===== src/rtl/mem_arbiter_pkg.sv =====
// rtl/mem_arbiter_pkg.sv - shared port count and arbiter state encoding
package mem_arbiter_pkg;

    localparam int NUM_PORTS = 2;

    typedef enum logic {
        ARB    = 1'b0,
        LOCKED = 1'b1
    } arb_state_e;

endpackage


===== src/rtl/mem_arbiter_rr_pick2.sv =====
// rtl/mem_arbiter_rr_pick2.sv - two-way round-robin pick, one-hot grant
module rr_pick2
    import mem_arbiter_pkg::*;
(
    input  logic [NUM_PORTS-1:0] req,
    input  logic                 prio,
    output logic [NUM_PORTS-1:0] gnt
);

    always_comb begin
        gnt = req;
        if (req == 2'b11) begin
            gnt = prio ? 2'b10 : 2'b01;
        end
    end

endmodule


===== src/rtl/mem_arbiter.sv =====
// rtl/mem_arbiter.sv - two-port data memory arbiter with bus lock
module mem_arbiter
    import mem_arbiter_pkg::*;
#(
    parameter int ADDR_W = 32,
    parameter int DATA_W = 32
) (
    input  logic                 clk,
    input  logic                 rst_n,
    input  logic [1:0]           req,
    input  logic [1:0]           we,
    input  logic [1:0]           lock,
    input  logic [ADDR_W-1:0]    addr0,
    input  logic [ADDR_W-1:0]    addr1,
    input  logic [DATA_W-1:0]    wdata0,
    input  logic [DATA_W-1:0]    wdata1,
    output logic [1:0]           gnt,
    output logic [1:0]           rvalid,
    output logic [DATA_W-1:0]    rdata,
    output logic [ADDR_W-1:0]    mem_addr,
    output logic [DATA_W-1:0]    wr_data,
    output logic                 MemWrite,
    output logic                 MemRead,
    input  logic [DATA_W-1:0]    mem_rd_data
);

    arb_state_e state_q, state_d;
    logic       prio_q, prio_d;
    logic       owner_q, owner_d;
    logic       pend_q, pend_d;
    logic       tag_q, tag_d;
    logic [1:0] rr_gnt;
    logic       gnt_any;
    logic       gnt_port;
    logic       sel_we;

    rr_pick2 u_rr_pick2 (
        .req  (req),
        .prio (prio_q),
        .gnt  (rr_gnt)
    );

    // Grant is gated by rst_n so strobes stay quiet while reset is held.
    always_comb begin
        gnt = 2'b00;
        if (rst_n) begin
            if (state_q == ARB) begin
                gnt = rr_gnt;
            end else if (req[owner_q]) begin
                gnt[owner_q] = 1'b1;
            end
        end
    end

    assign gnt_any  = |gnt;
    assign gnt_port = gnt[1];
    assign sel_we   = gnt_port ? we[1] : we[0];

    always_comb begin
        mem_addr = '0;
        wr_data  = '0;
        if (gnt_any) begin
            mem_addr = gnt_port ? addr1  : addr0;
            wr_data  = gnt_port ? wdata1 : wdata0;
        end
    end

    assign MemWrite = gnt_any & sel_we;
    assign MemRead  = gnt_any & ~sel_we;

    always_comb begin
        state_d = state_q;
        prio_d  = prio_q;
        owner_d = owner_q;
        pend_d  = MemRead;
        tag_d   = gnt_port;
        case (state_q)
            ARB: begin
                if (gnt_any) begin
                    prio_d = ~gnt_port;
                    if (lock[gnt_port]) begin
                        state_d = LOCKED;
                        owner_d = gnt_port;
                    end
                end
            end
            LOCKED: begin
                // The unlocking access is still granted; release takes effect next cycle.
                if (!req[owner_q] || !lock[owner_q]) begin
                    state_d = ARB;
                end
            end
            default: state_d = ARB;
        endcase
    end

    always_ff @(posedge clk or negedge rst_n) begin
        if (!rst_n) begin
            state_q <= ARB;
            prio_q  <= 1'b0;
            owner_q <= 1'b0;
            pend_q  <= 1'b0;
            tag_q   <= 1'b0;
        end else begin
            state_q <= state_d;
            prio_q  <= prio_d;
            owner_q <= owner_d;
            pend_q  <= pend_d;
            tag_q   <= tag_d;
        end
    end

    assign rvalid = pend_q ? (tag_q ? 2'b10 : 2'b01) : 2'b00;
    assign rdata  = pend_q ? mem_rd_data : '0;

endmodule

===== config.mk =====
export PLATFORM = sky130hd
export DESIGN_NAME = mem_arbiter
export DESIGN_NICKNAME = d
export VERILOG_FILES = /design/src/rtl/mem_arbiter_pkg.sv /design/src/rtl/mem_arbiter_rr_pick2.sv /design/src/rtl/mem_arbiter.sv
export SDC_FILE = /design/constraint.sdc
export NUM_CORES = 1
export LEC_CHECK = 0
export ABC_AREA = 1
export BUFFER_PORTS_ARGS = -buffer_cell sky130_fd_sc_hd__buf_2
export CORE_AREA = 2 2 106 108
export DETAILED_ROUTE_END_ITERATION = 6
export DIE_AREA = 0 0 108 110
export MAX_ROUTING_LAYER = met4
export PLACE_DENSITY_LB_ADDON = 0.08
export SYNTH_ARGS = -nofsm -noshare
export SYNTH_HDL_FRONTEND = slang
export SYNTH_HIERARCHICAL = 1
export SYNTH_SLANG_ARGS = --single-unit

===== constraint.sdc =====
create_clock -name clk -period 1.75 [get_ports clk]
set_input_delay 0.0875 -clock clk [delete_from_list [all_inputs] [get_ports clk]]
set_output_delay 0.0875 -clock clk [all_outputs]
set_load 0.02 [all_outputs]

==> run summary, run 1 <==
Status: complete, no violations
Count leader, synth: nand2_1
Cells after synthesis: 330
Filler Cells Inserted: 1210
Vias per std cell: 4.046
Post-route ant nets: 0
Sequential-to-total area share from yosys stat: 8.123%
Warnings, synthesis: 6
Placed cell count: 725
Critical path class: flip-flop to primary output
Pre-CTS WS: 0.08800 ns
Drc violations: 0
Synth top area cells: nand2_1 (44%), nand3_1 (22%), inv_1 (9.5%)
CP endpoint kind: primary output
Initial Util: 14.40%
Vias in the first global route: 2614
CTS Buf Count: 3
Synth Area in Adders: 0%
Area grow syn2layout: 141.6%
Cell taking the most area after synthesis: nand2_1
Worst clock skew: 0.002462 ns
Cell Area, Synth: 1540 um2
Initial antenna violation count: 0
Mux contribution to synthesized area: 0%
Largest family of logic cells by synthesized area: simple AND/OR/NAND/NOR gates
Number of I/O pins: 270
Wire per inst: 12.00 um
Mean Syn Cell Area: 4.667 um2
Slew @ Worst Pin: 0.3119 ns
Worst setup SP type: flip-flop
Min Tclk post-route: 1.730 ns
Total grt overflow: 0
Row count: 38
Routed via count: 3014
Max frequency: 578.1 MHz
Post-Synth Simple-Gate Area: 68.72%
Lkg Pwr: 2.510 nW
Starting DRT DRC Count: 136
Die area: 11880 um2
Worst hold path type: input port to flip-flop
# port buffers: 269
Max-slew violation count: 0
Global Route Usage Sum: 13.31%
Netlist cell types: 16
Die width: 108 um
Dpl cell area: 3040 um2
Clock Sinks: 5
Largest net degree at the start of global routing: 35
Max cap viols: 0
First-pass GRT wire length: 12.39 mm
CP Max Fanout: 19
Max_slew headroom: 79.20%
GP Congestion: 0.7636
CP required: 1.66 ns
EDFF count, synth: 0
Finished Layout Cells: 745
Setup violations, final: 0
Hold_ws: 0.1661 ns
Share of layout cells above drive strength 1: 54.21%
IR drop worst, VDD: 0.3427 mV
DR pass1 iterations: 4
Worst path max stage delay: 0.38 ns
Final WL: 8.937 mm
PD cells: 1035 nW/um2
Ys async rst share: 100.0%
Top cells by count, synth: nand2_1 (180), nand3_1 (67), inv_1 (39)
Synth Area in XOR/XNOR: 0%
Die Ht: 110 um
Synth top area share: 43.87%
Final nets: 774
Most used cell, CP: nand2_1
CP max stage cell: dfrtp_1
Post-DP HPWL: 6.772 mm
Clk slew on worst S/H paths: 0.03 ns
# diodes: 0
CTS tree: built
Net count after synthesis: 498
Register bit total from synthesis: 5
Compound-Gate Fraction of Synth Area: 1.868%
Post-route cell area: 3721 um2
Min setup slack post-route: 0.02006 ns
Clk buf depth: 2
Crit path DAT: 1.64 ns
Htree depth: 1
Final hold vios: 0
Crit path cell chain: nand3_1, nand2_1, nor2_2, nor2_4, nand2_8, buf_12, nand2_1, a21oi_4, buf_6
Root Driver: clkbuf_8
Ys flop type: dfrtp_1
RSZ-0062 raised after global routing: true
Core Util, Final: 34.78%
Core area: 10700 um2
Period utilization: 98.85%
Clk_lat worst skew: 0.22 ns
-- what timing repair did --
item                                    4_1_cts  5_1_grt
endpoints found under the setup margin       61       64
endpoints found under the hold margin         5        0
resized for setup                            36      110
hold buffers                                  1        0
buffers inserted                              9        3
pin swaps                                     4        9
gates cloned                                  2        4
-- cell families after synthesis --
family / count (synthesis)
and+or+nand+nor: 255
buffers and inverters: 65
AOI/OAI and AO/OA: 5
DFF: 5
-- power breakdown --
| part | internal [mW] | switching (mW) |
|---|---|---|
| Sequential | 0.161 | 0.0367 |
| Clock | 0.156 | 0.0539 |
| Combinational | 1.50 | 1.94 |
-- path summary, 6_finish.rpt --
path                               from          end  slack (ns)  cells past startpoint
worst min-delay path            lock[1]      owner_q        0.17                      3
worst max-delay path             prio_q  wr_data[17]        0.02                      9
max in group asynchronous         rst_n      owner_q        1.33                      3
worst min register to register  owner_q      owner_q        0.51                      2
worst max register to register   prio_q       pend_q        0.20                     11
min in group asynchronous         rst_n       prio_q        0.31                      3
-- stage by stage --
step | TNS [ns] | total power [mW]
3_5_place_dp | 0 | 2.845
5_1_grt | -4.070 | 4.157
2_1_floorplan | 0 | 1.898
4_1_cts | -0.04269 | 3.438
3_3_place_gp | 0 | 2.857
6_report | 0 | 3.851
-- layout by cell type (no fill, tap or decap) --
cell type	synthesis	routed
buf_2	11	208
nand2_1	180	161
nand3_1	67	65
buf_6	9	44
inv_1	39	38
buf_4	0	30
nand2_2	0	16
buf_12	0	7
dfrtp_1	5	5
nor2_1	5	3
nand2_4	1	3
clkbuf_8	0	3
clkbuf_16	0	3
nor2_4	1	2
nand3_2	0	2
clkinv_4	0	1
nor2_2	0	1
nand2_8	0	1
inv_12	0	1
inv_2	1	1
a21oi_4	0	1
a21oi_2	0	1
or2_2	1	1
o2111ai_1	1	1
o21ai_0	1	1
clkbuf_1	4	1
inv_6	0	1
dlygate4sd3_1	0	1
buf_8	0	1
a21oi_1	3	1
-- metal layers --
layer,part of all wire [%],track usage [%],wire (um)
met5,0,-,0
met4,0.58,1.374,52
met3,5.3,1.529,476
met2,55,25.52,4919
met1,39,15.39,3489
-- layout make-up --
cell class	instances	area (um2)	area share (%)
Clock buffer	4	45.04	1.210
Multi-Input combinational cell	260	1194	32.08
Timing Repair Buffer	294	2002	53.80
Sequential cell	5	125.1	3.362
Timing Repair inverter	1	8.758	0.2354
Inverter	41	171.4	4.607
Tap cell	140	175.2	4.707
-- flip-flops by register name, indices dropped and copies added, names as in the netlist --
register  flops
tag_q         1
state_q       1
prio_q        1
owner_q       1
pend_q        1
-- critical path, delay by kind of cell (launching register included) --
kind	cells	cell delay (ns)
flops	1	0.38
buf+inv	2	0.30
compound gates	1	0.13
simple gates	6	0.60
Note: power is estimated with default switching activity, not from simulation.
==> run 2, diff against run 1 <==
Settings changed: MAX_ROUTING_LAYER met4 to unset.
==> run 2 against run 1 <==
- register-to-register slack about the same
- fmax about the same
- first-iteration DRC count decreased by 5.1%
- wire length increased by 0.63%
- via count decreased by 0.76%
- clock skew about the same
- sequential share of layout area about the same
- final cell count unchanged
- die area unchanged
- hold slack about the same
- setup slack improved by 0.00058 ns
- cell area increased by 1.4%
- largest cell class unchanged
- highest routed layer unchanged
==> run summary, run 2 (same netlist as run 1, synthesis figures left out) <==
Worst hold path type: input port to flip-flop
Final nets: 774
CP max stage cell: dfrtp_1
Worst clock skew: 0.002461 ns
Crit path DAT: 1.64 ns
Placed cell count: 725
# diodes: 0
Clock Sinks: 5
Most common cell after layout, fill and taps aside: buf_2
Critical path depth: 9
Vias in the first global route: 2619
Starting DRT DRC Count: 129
CP startpoint: prio_q
Worst setup SP type: flip-flop
Status: complete, no violations
# port buffers: 269
Max frequency: 578.2 MHz
Vias per std cell: 4.015
CTS tree: built
First-pass GRT wire length: 12.39 mm
Crit path max-delay family: simple AND/OR/NAND/NOR gates
Wire per inst: 12.07 um
Die area: 11880 um2
Max_slew headroom: 79.15%
Most used cell, CP: nand2_1
FF-to-FF Start: prio_q
Reg2reg path depth: 11
Clk_lat worst skew: 0.22 ns
CTS Buf Count: 3
CP required: 1.66 ns
Lkg Pwr: 2.523 nW
Critical path class: flip-flop to primary output
Routed via count: 2991
Min Tclk post-route: 1.729 ns
Filler Cells Inserted: 1200
Core area: 10700 um2
Max cap viols: 0
CP bufs+invs: 2
CP Max Fanout: 19
Dpl cell area: 3040 um2
Area grow syn2layout: 145.0%
Core Util, Final: 35.27%
Final hold vios: 0
Root Driver: clkbuf_8
Die Ht: 110 um
Tot Pwr: 3.917 mW
Setup violations, final: 0
Post-DP HPWL: 6.772 mm
Crit path to: wr_data[17]
PD cells: 1038 nW/um2
Largest net degree at the start of global routing: 35
Share of layout cells above drive strength 1: 54.21%
DR pass1 iterations: 4
Post-route ant nets: 0
Htree depth: 1
Post-route cell area: 3774 um2
Drc violations: 0
Reg2Reg Setup Slack: 0.20 ns
GP Congestion: 0.7538
RSZ-0062 raised after global routing: true
Die width: 108 um
Most frequent cells in the layout: buf_2 (205), nand2_1 (161), nand3_1 (65)
Max-slew violation count: 0
CP endpoint kind: primary output
Period utilization: 98.82%
Finished Layout Cells: 745
Clk slew on worst S/H paths: 0.03 ns
Clk buf depth: 2
Crit Reg-Reg Endpoint: pend_q
Row count: 38
IR drop worst, VDD: 0.3326 mV
Number of I/O pins: 270
Initial antenna violation count: 0
Global Route Usage Sum: 12.94%
Hold_ws: 0.1656 ns
Initial Util: 14.40%
Slew @ Worst Pin: 0.3127 ns
Final WL: 8.993 mm
Worst path max stage delay: 0.38 ns
Crit path cell chain: nand3_1, nand2_1, nor2_2, nor2_4, nand2_8, buf_12, nand2_1, a21oi_4, buf_6
Total grt overflow: 0
Hold_sp: lock[1]
[run 2: per-stage QoR]
| step | TNS, ns | setup slack, ns |
|---|---|---|
| CTS | -0.04269 | -0.009803 |
| global placement | 0 | 0.1298 |
| finish | 0 | 0.02064 |
| floorplan | 0 | 0.2373 |
| global route | -3.969 | -0.1018 |
| detailed placement | 0 | 0.08800 |
[run 2: how the worst min path moves through the flow]
stage / cells after the start / slack (ns) / endpoint
final: 3 / 0.17 / owner_q
after global routing: 3 / 0.18 / owner_q
after detailed placement: 2 / -0.003 / prio_q
after global placement: 2 / 0.003 / prio_q
after CTS: 3 / 0.17 / owner_q
after floorplan: 0 / -0.21 / owner_q
[run 2: layer usage]
metal | GRT usage (%) | vias up | routed length (um)
li1 | - | 1554 | -
met5 | 0 | - | 0
met4 | 1.374 | 0 | 26
met2 | 25.61 | 131 | 4987
met3 | 2.352 | 2 | 600
met1 | 14.83 | 1304 | 3378
[run 2: timing repair]
action	CTS	global route
pin swaps	4	13
setup endpoints to repair	61	64
hold endpoints to repair	5	0
hold buffers	1	0
buffers inserted	9	3
gates cloned	2	4
gates resized for setup	36	125
[run 2: power by group]
group / switching (mW) / total [mW] / internal [mW]
Sequential: 0.0366 / 0.197 / 0.161
Combinational: 1.96 / 3.51 / 1.55
Clock: 0.0543 / 0.210 / 0.156
[run 2: cell type report]
class	count	area [um2]	area share, %
clock buffers	4	45.04	1.194
inverters	41	171.4	4.542
multi-input cells	260	1194	31.63
flip-flops and latches	5	125.1	3.316
well taps	140	175.2	4.642
repair buffers	294	2054	54.44
repair inverters	1	8.758	0.2321
[run 2: worst min-delay path: stages]
cell and delay [ns]:
buf_2 0.12, nand3_1 0.08, nand2_1 0.05
